<file path="config.mk">
export PLATFORM = sky130hd
export DESIGN_NAME = ps2_mouse_packet_rx
export DESIGN_NICKNAME = d
export VERILOG_FILES = /design/src/rtl/ps2_pkg.sv /design/src/rtl/ps2_byte_rx.sv /design/src/rtl/ps2_mouse_packet_rx.sv
export SDC_FILE = /design/constraint.sdc
export NUM_CORES = 1
export LEC_CHECK = 0
export CORE_AREA = 2 2 72 74
export CTS_CLUSTER_SIZE = 12
export DETAILED_ROUTE_END_ITERATION = 8
export DIE_AREA = 0 0 74 76
export PLACE_DENSITY = 0.79
export SYNTH_ARGS = -nofsm -noshare
export SYNTH_HDL_FRONTEND = slang
export SYNTH_SLANG_ARGS = --single-unit
</file>
<file path="constraint.sdc">
create_clock -name clk_25MHz -period 4.9 [get_ports clk_25MHz]
set_clock_uncertainty 0.05 [all_clocks]
set_input_delay 0.98 -clock clk_25MHz [delete_from_list [all_inputs] [get_ports clk_25MHz]]
set_output_delay 0.98 -clock clk_25MHz [all_outputs]
set_load 0.02 [all_outputs]
</file>
<file path="src/rtl/ps2_pkg.sv">
// Shared types and constants for the PS/2 mouse packet receiver.
// Also provides the Y-magnitude helper used by the packet decoder.
package ps2_pkg;

    typedef enum logic [1:0] {
        IDLE,
        DATA,
        PARITY,
        STOP
    } frame_state_e;

    localparam int PKT_BYTES = 3;
    localparam int SYNC_BIT  = 3;
    localparam int YSIGN_BIT = 5;
    localparam int YOVF_BIT  = 7;
    localparam int SPEED_MAX = 255;

    // |{ysign, y_low}| as a 9-bit two's complement value, saturated to SPEED_MAX.
    // The -256 case negates to 9'h100 and is caught by the saturation compare.
    function automatic logic [7:0] y_magnitude(input logic ysign, input logic yovf,
                                               input logic [7:0] y_low);
        logic [8:0] y9;
        logic [8:0] mag9;
        y9   = {ysign, y_low};
        mag9 = ysign ? (~y9 + 9'd1) : y9;
        if (yovf || (mag9 > 9'(SPEED_MAX)))
            return 8'(SPEED_MAX);
        return mag9[7:0];
    endfunction

endpackage

</file>
<file path="src/rtl/ps2_byte_rx.sv">
// PS/2 byte receiver: input synchronisers, ps2_clk glitch filter, falling-edge
// strobe, 11-bit frame FSM and inactivity timeout.
module ps2_byte_rx
    import ps2_pkg::*;
#(
    parameter int FILTER_LEN     = 8,
    parameter int TIMEOUT_CYCLES = 50000
) (
    input  logic       i_clk,
    input  logic       i_reset,
    input  logic       i_ps2_clk,
    input  logic       i_ps2_data,
    input  logic       i_pkt_busy,
    output logic       o_byte_valid,
    output logic [7:0] o_byte_data,
    output logic       o_err
);

    localparam int FILT_W = $clog2(FILTER_LEN + 1);
    localparam int TO_W   = $clog2(TIMEOUT_CYCLES + 1);

    logic              r_clk_meta, r_clk_sync, r_data_meta, r_data_sync;
    logic              r_filt, r_filt_d;
    logic [FILT_W-1:0] r_filt_cnt;
    frame_state_e      r_state;
    logic [2:0]        r_bit_cnt;
    logic [7:0]        r_shift;
    logic              r_par_ok;
    logic [TO_W-1:0]   r_to_cnt;

    logic w_timeout, w_strobe, w_stop_ok;

    // NOTE: synchroniser and filter reset to the idle-high line level so that
    // leaving reset can never manufacture a falling edge.
    always_ff @(posedge i_clk) begin
        if (i_reset) begin
            r_clk_meta  <= 1'b1;
            r_clk_sync  <= 1'b1;
            r_data_meta <= 1'b1;
            r_data_sync <= 1'b1;
            r_filt      <= 1'b1;
            r_filt_d    <= 1'b1;
            r_filt_cnt  <= '0;
        end else begin
            r_clk_meta  <= i_ps2_clk;
            r_clk_sync  <= r_clk_meta;
            r_data_meta <= i_ps2_data;
            r_data_sync <= r_data_meta;
            r_filt_d    <= r_filt;
            if (r_clk_sync == r_filt) begin
                r_filt_cnt <= '0;
            end else if (r_filt_cnt == FILT_W'(FILTER_LEN - 1)) begin
                r_filt     <= r_clk_sync;
                r_filt_cnt <= '0;
            end else begin
                r_filt_cnt <= r_filt_cnt + 1'b1;
            end
        end
    end

    // The timeout has priority: a strobe landing in the timeout cycle is dropped.
    assign w_timeout = (r_to_cnt == TO_W'(TIMEOUT_CYCLES));
    assign w_strobe  = r_filt_d & ~r_filt & ~w_timeout;
    assign w_stop_ok = r_data_sync & r_par_ok;

    always_ff @(posedge i_clk) begin
        if (i_reset) begin
            r_state   <= IDLE;
            r_bit_cnt <= '0;
            r_shift   <= '0;
            r_par_ok  <= 1'b0;
            r_to_cnt  <= '0;
        end else begin
            if (w_timeout || w_strobe || (r_state == IDLE && !i_pkt_busy))
                r_to_cnt <= '0;
            else
                r_to_cnt <= r_to_cnt + 1'b1;

            if (w_timeout) begin
                r_state <= IDLE;
            end else if (w_strobe) begin
                case (r_state)
                    IDLE: if (!r_data_sync) begin
                        r_state   <= DATA;
                        r_bit_cnt <= '0;
                    end
                    DATA: begin
                        r_shift   <= {r_data_sync, r_shift[7:1]};
                        r_bit_cnt <= r_bit_cnt + 1'b1;
                        if (r_bit_cnt == 3'd7)
                            r_state <= PARITY;
                    end
                    PARITY: begin
                        r_par_ok <= ^{r_shift, r_data_sync};
                        r_state  <= STOP;
                    end
                    default: r_state <= IDLE;
                endcase
            end
        end
    end

    assign o_byte_valid = w_strobe && (r_state == STOP) && w_stop_ok;
    assign o_byte_data  = r_shift;
    assign o_err        = w_timeout ||
                          (w_strobe && (((r_state == IDLE) && r_data_sync) ||
                                        ((r_state == STOP) && !w_stop_ok)));

endmodule

</file>
<file path="src/rtl/ps2_mouse_packet_rx.sv">
// PS/2 mouse packet receiver: assembles 3-byte packets and decodes Y motion into
// paddle speed/direction. Define PS2_DEADZONE_EN to zero magnitudes below DEADZONE.
module ps2_mouse_packet_rx
    import ps2_pkg::*;
#(
    parameter int FILTER_LEN      = 8,
    parameter int TIMEOUT_CYCLES  = 50000,
    parameter int NEW_DATA_CYCLES = 1,
    parameter int DEADZONE        = 2
) (
    input  logic       clk_25MHz,
    input  logic       reset,
    input  logic       ps2_clk,
    input  logic       ps2_data,
    output logic [7:0] paddle0_speed,
    output logic       paddle0_dir,
    output logic       new_data,
    output logic       frame_err
);

    localparam int IDX_W = $clog2(PKT_BYTES);
    localparam int ND_W  = $clog2(NEW_DATA_CYCLES + 1);
`ifdef PS2_DEADZONE_EN
    localparam logic DZ_EN = 1'b1;
`else
    localparam logic DZ_EN = 1'b0;
`endif

    logic             w_byte_valid, w_err;
    logic [7:0]       w_byte_data, w_mag, w_mag_out;
    logic [IDX_W-1:0] r_idx;
    logic             r_ysign, r_yovf;
    logic [7:0]       r_speed;
    logic             r_dir, r_new_data, r_frame_err;
    logic [ND_W-1:0]  r_nd_cnt;

    ps2_byte_rx #(
        .FILTER_LEN     (FILTER_LEN),
        .TIMEOUT_CYCLES (TIMEOUT_CYCLES)
    ) u_byte_rx (
        .i_clk        (clk_25MHz),
        .i_reset      (reset),
        .i_ps2_clk    (ps2_clk),
        .i_ps2_data   (ps2_data),
        .i_pkt_busy   (r_idx != '0),
        .o_byte_valid (w_byte_valid),
        .o_byte_data  (w_byte_data),
        .o_err        (w_err)
    );

    assign w_mag     = y_magnitude(r_ysign, r_yovf, w_byte_data);
    assign w_mag_out = (DZ_EN && (w_mag < 8'(DEADZONE))) ? 8'd0 : w_mag;

    always_ff @(posedge clk_25MHz) begin
        if (reset) begin
            r_idx       <= '0;
            r_ysign     <= 1'b0;
            r_yovf      <= 1'b0;
            r_speed     <= '0;
            r_dir       <= 1'b0;
            r_new_data  <= 1'b0;
            r_nd_cnt    <= '0;
            r_frame_err <= 1'b0;
        end else begin
            r_frame_err <= 1'b0;
            if (r_new_data) begin
                if (r_nd_cnt == '0)
                    r_new_data <= 1'b0;
                else
                    r_nd_cnt <= r_nd_cnt - 1'b1;
            end

            // Any byte-level error or timeout discards the packet in progress.
            if (w_err) begin
                r_frame_err <= 1'b1;
                r_idx       <= '0;
            end else if (w_byte_valid) begin
                if (r_idx == '0) begin
                    if (w_byte_data[SYNC_BIT]) begin
                        r_ysign <= w_byte_data[YSIGN_BIT];
                        r_yovf  <= w_byte_data[YOVF_BIT];
                        r_idx   <= r_idx + 1'b1;
                    end else begin
                        r_frame_err <= 1'b1;
                    end
                end else if (r_idx == IDX_W'(PKT_BYTES - 1)) begin
                    r_speed    <= w_mag_out;
                    r_dir      <= ~r_ysign;
                    r_new_data <= 1'b1;
                    r_nd_cnt   <= ND_W'(NEW_DATA_CYCLES - 1);
                    r_idx      <= '0;
                end else begin
                    r_idx <= r_idx + 1'b1;
                end
            end
        end
    end

    assign paddle0_speed = r_speed;
    assign paddle0_dir   = r_dir;
    assign new_data      = r_new_data;
    assign frame_err     = r_frame_err;

endmodule

</file>
==> results.md, run 1 <==
* Status: complete, no violations
* Share of Yosys cell area claimed by the top area cell type at 0.3928
* Total Wirelength at 5099 um
* Cell count after synthesis at 314
* Ys Warns at 0
* Yosys reg bits at 56
* Dpl cells at 381
* Post-synth EDFFs at 0
* DP Wirelength at 3671 um
* Die Ht at 76 um
* DR vias at 2177
* Period utilisation layout at 0.5221
* Antenna violations before repair at 0
* Power share of the clock group at 0.390
* Total track usage at 0.1988
* CTS tree: done
* Post-Syn Nets at 332
* Fillers at 439
* Via density at 5.596
* Avg WL per Cell at 13.11 um
* Count of final setup violators at 0
* DRC violations left at 0
* Seq pwr share at 0.593
* RSZ-0062 raised after global routing: false
* H-tree depth at 2
* Normalized max-slew margin at 0.4383
* CP Launch Type: flip-flop
* Postcts setup bufs at 0
* CP peak stage delay at 730 ps
* Comb pwr share at 0.017
* Hold Path Stages at 1
* Main synth FF type: dfxtp_1
* Clk pin slew, worst setup/hold paths at 100 ps
* Tightest Pin Transition at 839.9 ps
* TNS Setup at 0 ps
* Placer Congestion at 0.8079
* Non-filler cells in the finished layout at 389
* Critical path arrival at 2670 ps
* Clock Path Buffers at 2
* Leak pwr at 0.9733 nW
* PD cells at 248.5 nW/um^2
* Pre-antenna DRT Iters at 4
* Area of the core at 4912 um^2
* PortBufs at 14
* Max VDD drop at 0.1598 mV
* Overflow after GRT at 0
* Worst reg2reg path depth at 6
* Synth cell types at 52
* Starting Density at 0.5810
* Minimum clock period after layout at 2558 ps
* Hold Crit Class: flip-flop to flip-flop
* Setup CP Type: flip-flop to flip-flop
* Sw Pwr at 157.7 uW
* Cell-internal power at 613.9 uW
* CP bufs+invs at 1
* Register area share after synthesis at 0.3928
* Vias in the first global route at 2046
* Die ar. at 5624 um^2
* Yosys top cell by area: dfxtp_1
* F_max at 390.9 MHz
* Die X at 74 um
* CP Depth at 6
* Clock Sinks at 56
* Ant diodes at 0
* Clock root cell: clkbuf_8
* Worst path cell trace: inv_1 > ha_1 > nand2_1 > nor4b_2 > and2_1 > a311oi_1
* Post-DP Area at 2994 um^2
* Crit. End Element: flip-flop
* Final #Nets at 336
* Slew Viols, Final at 0
* Largest net degree at the start of global routing at 29
* Crit path max-delay family: simple AND/OR/NAND/NOR gates
* Fin util at 0.6322
* Resize count post-CTS at 0
* Fraction of layout cells with a size suffix above 1 at 0.1223
* Top cells by area, synth: dfxtp_1 39%, ha_1 6.1%, a21oi_1 4.7%
* Mean Syn Cell Area at 9.089 um^2
* Async set or reset register ratio after synthesis at 0
* Max Cap Violations at 0
* First-pass GRT wire length at 9039 um
* Final instance area at 3105 um^2
* DRT antenna net count at 0
* CP max-delay cell: nor4b_2
* Final hold vios at 0
* Crit Path Max Fanout at 11
* Required time worst endpoint at 5020 ps
* Worst-skew pair later-pin latency at 310 ps
* P&R area growth vs syn at 8.812%
* Switching Share at 0.2044
* Synthesized area at 2854 um^2
* Num CTS Buffers at 5
* 1st-iter DRT viols at 86
* FP Rows at 26
* IO Count at 15
* Hold WS at 368.0 ps
* Hold Buf Count CTS at 0
-- per-layer routing --
layer	track usage	up-vias	share of wire
met5	0	-	0
met4	0.07455	0	0.013
met3	0.03307	6	0.018
met2	0.3545	22	0.52
met1	0.2311	1030	0.45
li1	-	1119	-
-- Yosys cell counts, types with 4 or more instances --
master,count
clkbuf_1,10
ha_1,14
and2_1,6
xnor2_1,15
or2_2,6
nand2_1,9
buf_2,4
a311oi_1,8
nor2_2,10
nand2b_1,7
nand4_1,11
inv_1,17
dfxtp_1,56
o21ai_0,15
xor2_1,11
a21oi_1,27
nand3_1,20
nor2_1,18
-- registers in the layout, summed over array words and instances, names as in the netlist --
register               cells
r_ysign                    1
new_data                   1
u_byte_rx.r_state          2
r_nd_cnt                   1
u_byte_rx.r_clk_meta       1
u_byte_rx.r_data_sync      1
u_byte_rx.r_par_ok         1
u_byte_rx.r_data_meta      1
u_byte_rx.r_filt_d         1
u_byte_rx.r_to_cnt        16
frame_err                  1
u_byte_rx.r_filt           1
r_idx                      2
u_byte_rx.r_filt_cnt       4
u_byte_rx.o_byte_data      8
paddle0_dir                1
u_byte_rx.r_clk_sync       1
u_byte_rx.r_bit_cnt        3
paddle0_speed              8
r_yovf                     1
-- power by group through the flow --
stage          Clock, mW  Sequential (mW)  Combinational [mW]
2_1_floorplan          0            0.468             0.00892
3_3_place_gp           0            0.468              0.0129
3_5_place_dp           0            0.468              0.0131
4_1_cts            0.309            0.458              0.0131
5_1_grt            0.331            0.458              0.0146
6_report           0.301            0.458              0.0130
-- worst paths after layout --
path,to,from,slack [ps]
min reg2reg,u_byte_rx.r_data_sync$_SDFF_PP1_,u_byte_rx.r_data_meta$_SDFF_PP1_,370
min,u_byte_rx.r_data_sync$_SDFF_PP1_,u_byte_rx.r_data_meta$_SDFF_PP1_,370
max,paddle0_speed[3]$_SDFFE_PP0P_,u_byte_rx.r_state[0]$_SDFFE_PP0P_,2340
max reg2reg,paddle0_speed[3]$_SDFFE_PP0P_,u_byte_rx.r_state[0]$_SDFFE_PP0P_,2340
-- logic make-up after synthesis --
| family | after synthesis | share of synthesized area |
|---|---|---|
| adder cells (fa/ha/maj) | 14 | 0.06138 |
| buffers and inverters | 36 | 0.05831 |
| flip-flops | 56 | 0.3928 |
| AND/OR/NAND/NOR | 113 | 0.2464 |
| multiplexers | 1 | 0.003507 |
| XOR/XNOR | 26 | 0.07979 |
| AO/OA/AOI/OAI | 68 | 0.1578 |
-- worst register-to-register path: stages, from the launching register on --
cell and delay (ps):
dfxtp_1 410, inv_1 90, ha_1 250, nand2_1 230
nor4b_2 740, and2_1 490, a311oi_1 160
-- cell type report --
class / instances / area [um^2] / area share
clock buffers: 5 / 68.82 / 0.02216
clock inverters: 3 / 42.54 / 0.01370
well taps: 70 / 87.58 / 0.02820
multi-input cells: 222 / 1567 / 0.5044
flip-flops and latches: 56 / 1121 / 0.3610
repair buffers: 16 / 155.1 / 0.04996
inverters: 17 / 63.81 / 0.02055
-- metrics by stage --
| stage | setup WS, ps | total power, mW |
|---|---|---|
| 2_1_floorplan | 3011 | 0.4769 |
| 3_3_place_gp | 2061 | 0.4811 |
| 3_5_place_dp | 1995 | 0.4814 |
| 4_1_cts | 2319 | 0.7802 |
| 5_1_grt | 2057 | 0.8040 |
| 6_report | 2342 | 0.7716 |
-- layout by cell type, fill, tap and decap left out, drive strengths merged, types with 2 or more instances in the layout --
| master | instances |
|---|---|
| nor2b | 3 |
| o31ai | 2 |
| and4 | 3 |
| xnor2 | 15 |
| or2 | 6 |
| and2 | 6 |
| a21oi | 27 |
| o32ai | 2 |
| clkbuf | 5 |
| nor3b | 2 |
| clkdlybuf4s50 | 14 |
| dfxtp | 56 |
| or3 | 3 |
| inv | 17 |
| xor2 | 11 |
| nand4 | 12 |
| nand2 | 9 |
| nand2b | 7 |
| o21ai | 15 |
| nor4 | 2 |
| nand3 | 20 |
| a41oi | 2 |
| buf | 2 |
| and3 | 2 |
| a311oi | 9 |
| a211oi | 2 |
| nor4b | 4 |
| ha | 14 |
| nor2 | 28 |
Power figures use the tool's default switching activity.
==> run 2, diff against run 1 <==
- CORE_AREA: 2 2 72 74 -> 2 2 76 78
- DIE_AREA: 0 0 74 76 -> 0 0 78 80
- PLACE_DENSITY: 0.79 -> 0.74
- clock period: 4.9 -> 2.3 ns (I/O delays scaled with it)
==> results.md, run 2 (synthesized netlist as in run 1, its figures left out) <==
* Largest register FFs at 16
* Status: complete, no violations
* Count of final setup violators at 0
* DR vias at 2185
* Setup CP Type: flip-flop to flip-flop
* CTS tree: done
* CP Launch Type: flip-flop
* Crit Path Max Fanout at 10
* Hold Buf Count CTS at 0
* Max VDD drop at 0.3843 mV
* Area of the core at 5405 um^2
* Fillers at 498
* Hold Path Origin: u_byte_rx.r_clk_meta$_SDFF_PP1_
* Clock Sinks at 56
* Worst Setup SP: u_byte_rx.r_state[0]$_SDFFE_PP0P_
* TNS Setup at 0 ps
* Num CTS Buffers at 5
* Overflow after GRT at 0
* Ant diodes at 0
* DRT antenna net count at 0
* R2r setup slk at 310 ps
* P&R area growth vs syn at 9.952%
* Max Cap Violations at 0
* Postcts setup bufs at 0
* Top reg by flops: u_byte_rx.r_to_cnt
* Die Ht at 80 um
* Clock Path Buffers at 2
* Vias in the first global route at 2043
* Pre-antenna DRT Iters at 4
* First-pass GRT wire length at 9073 um
* Slew Viols, Final at 0
* 1st-iter DRT viols at 126
* Crit. End Element: flip-flop
* IO Count at 15
* Via density at 5.532
* Worst-skew pair later-pin latency at 310 ps
* Minimum clock period after layout at 1995 ps
* Tightest Pin Transition at 679.6 ps
* F_max at 501.3 MHz
* H-tree depth at 2
* Period utilisation layout at 0.8674
* Required time worst endpoint at 2420 ps
* Final hold vios at 0
* RSZ-0062 raised after global routing: false
* Placer Congestion at 0.8010
* Commonest non-fill, non-tap cell in the layout: dfxtp_1
* Total track usage at 0.1781
* Normalized max-slew margin at 0.5460
* PD cells at 522.3 nW/um^2
* Total Wirelength at 5132 um
* Resize count post-CTS at 0
* DP Wirelength at 3671 um
* Pre-CTS WS at 309.7 ps
* Worst setup margin at 305.0 ps
* Fraction of layout cells with a size suffix above 1 at 0.1331
* Die X at 78 um
* Largest net degree at the start of global routing at 22
* Avg WL per Cell at 12.99 um
* Starting Density at 0.5280
* FP Rows at 27
* PortBufs at 14
* GRT met2 Usage at 0.3000
* Total chip power at 1.639 mW
* Worst r2r src: u_byte_rx.r_state[0]$_SDFFE_PP0P_
* Final #Nets at 340
* Hold Crit Class: flip-flop to flip-flop
* Critical path arrival at 2120 ps
* Global Route met3 Usage at 0.04072
* DRC violations left at 0
* Clk pin slew, worst setup/hold paths at 100 ps
* Met1 Usage GRT at 0.2202
* Leak pwr at 0.9919 nW
* GRT busiest layer: met2
* Commonest cells after routing, fill and taps aside: 56 x dfxtp_1, 27 x a21oi_1, 20 x nand3_1, 18 x nor2_1, 17 x inv_1
* Clock root cell: clkbuf_8
* Antenna violations before repair at 0
* Die ar. at 6240 um^2
[run 2: final cells by class]
cell class	count	area, um^2	share of cell area
tap	72	90.09	0.02871
sequential	56	1121	0.3573
inverter	17	63.81	0.02033
clock inverter	3	42.54	0.01356
clock buffer	5	68.82	0.02193
timing repair buffer	20	185.2	0.05901
multi-input combinational	222	1567	0.4992
[run 2: metrics by stage]
stage          cells  hold WS [ps]  cell area, um^2  utilization
2_1_floorplan    314         339.5             2854            -
3_5_place_dp     387         346.9             3027       0.5600
5_1_grt          395         383.2             3138       0.5806
3_3_place_gp     387         341.7             3027       0.5600
4_1_cts          395         370.9             3138       0.5806
6_report         395         369.3             3138       0.5806
[run 2: metal layers]
| layer | vias to the layer above | part of all wire |
|---|---|---|
| li1 | 1131 | - |
| met1 | 1005 | 0.46 |
| met2 | 39 | 0.48 |
| met3 | 10 | 0.041 |
| met4 | 0 | 0.019 |
| met5 | - | 0 |
[run 2: path summary, 6_finish.rpt]
check,to,cells after the start
max reg2reg,paddle0_speed[3]$_SDFFE_PP0P_,6
min,u_byte_rx.r_clk_sync$_SDFF_PP1_,1
max,paddle0_speed[3]$_SDFFE_PP0P_,6
min reg2reg,u_byte_rx.r_clk_sync$_SDFF_PP1_,1
[run 2: power breakdown]
| part | switching (mW) | internal, mW |
|---|---|---|
| sequential | 0.00260 | 0.973 |
| combinational | 0.0157 | 0.0138 |
| clock | 0.312 | 0.322 |
[run 2: critical path, stage by stage (launching register included)]
cell      delay (ps)
dfxtp_1          410
inv_1             80
ha_1             240
nand2_1          210
nor4b_2          260
and2_1           440
a311oi_1         160
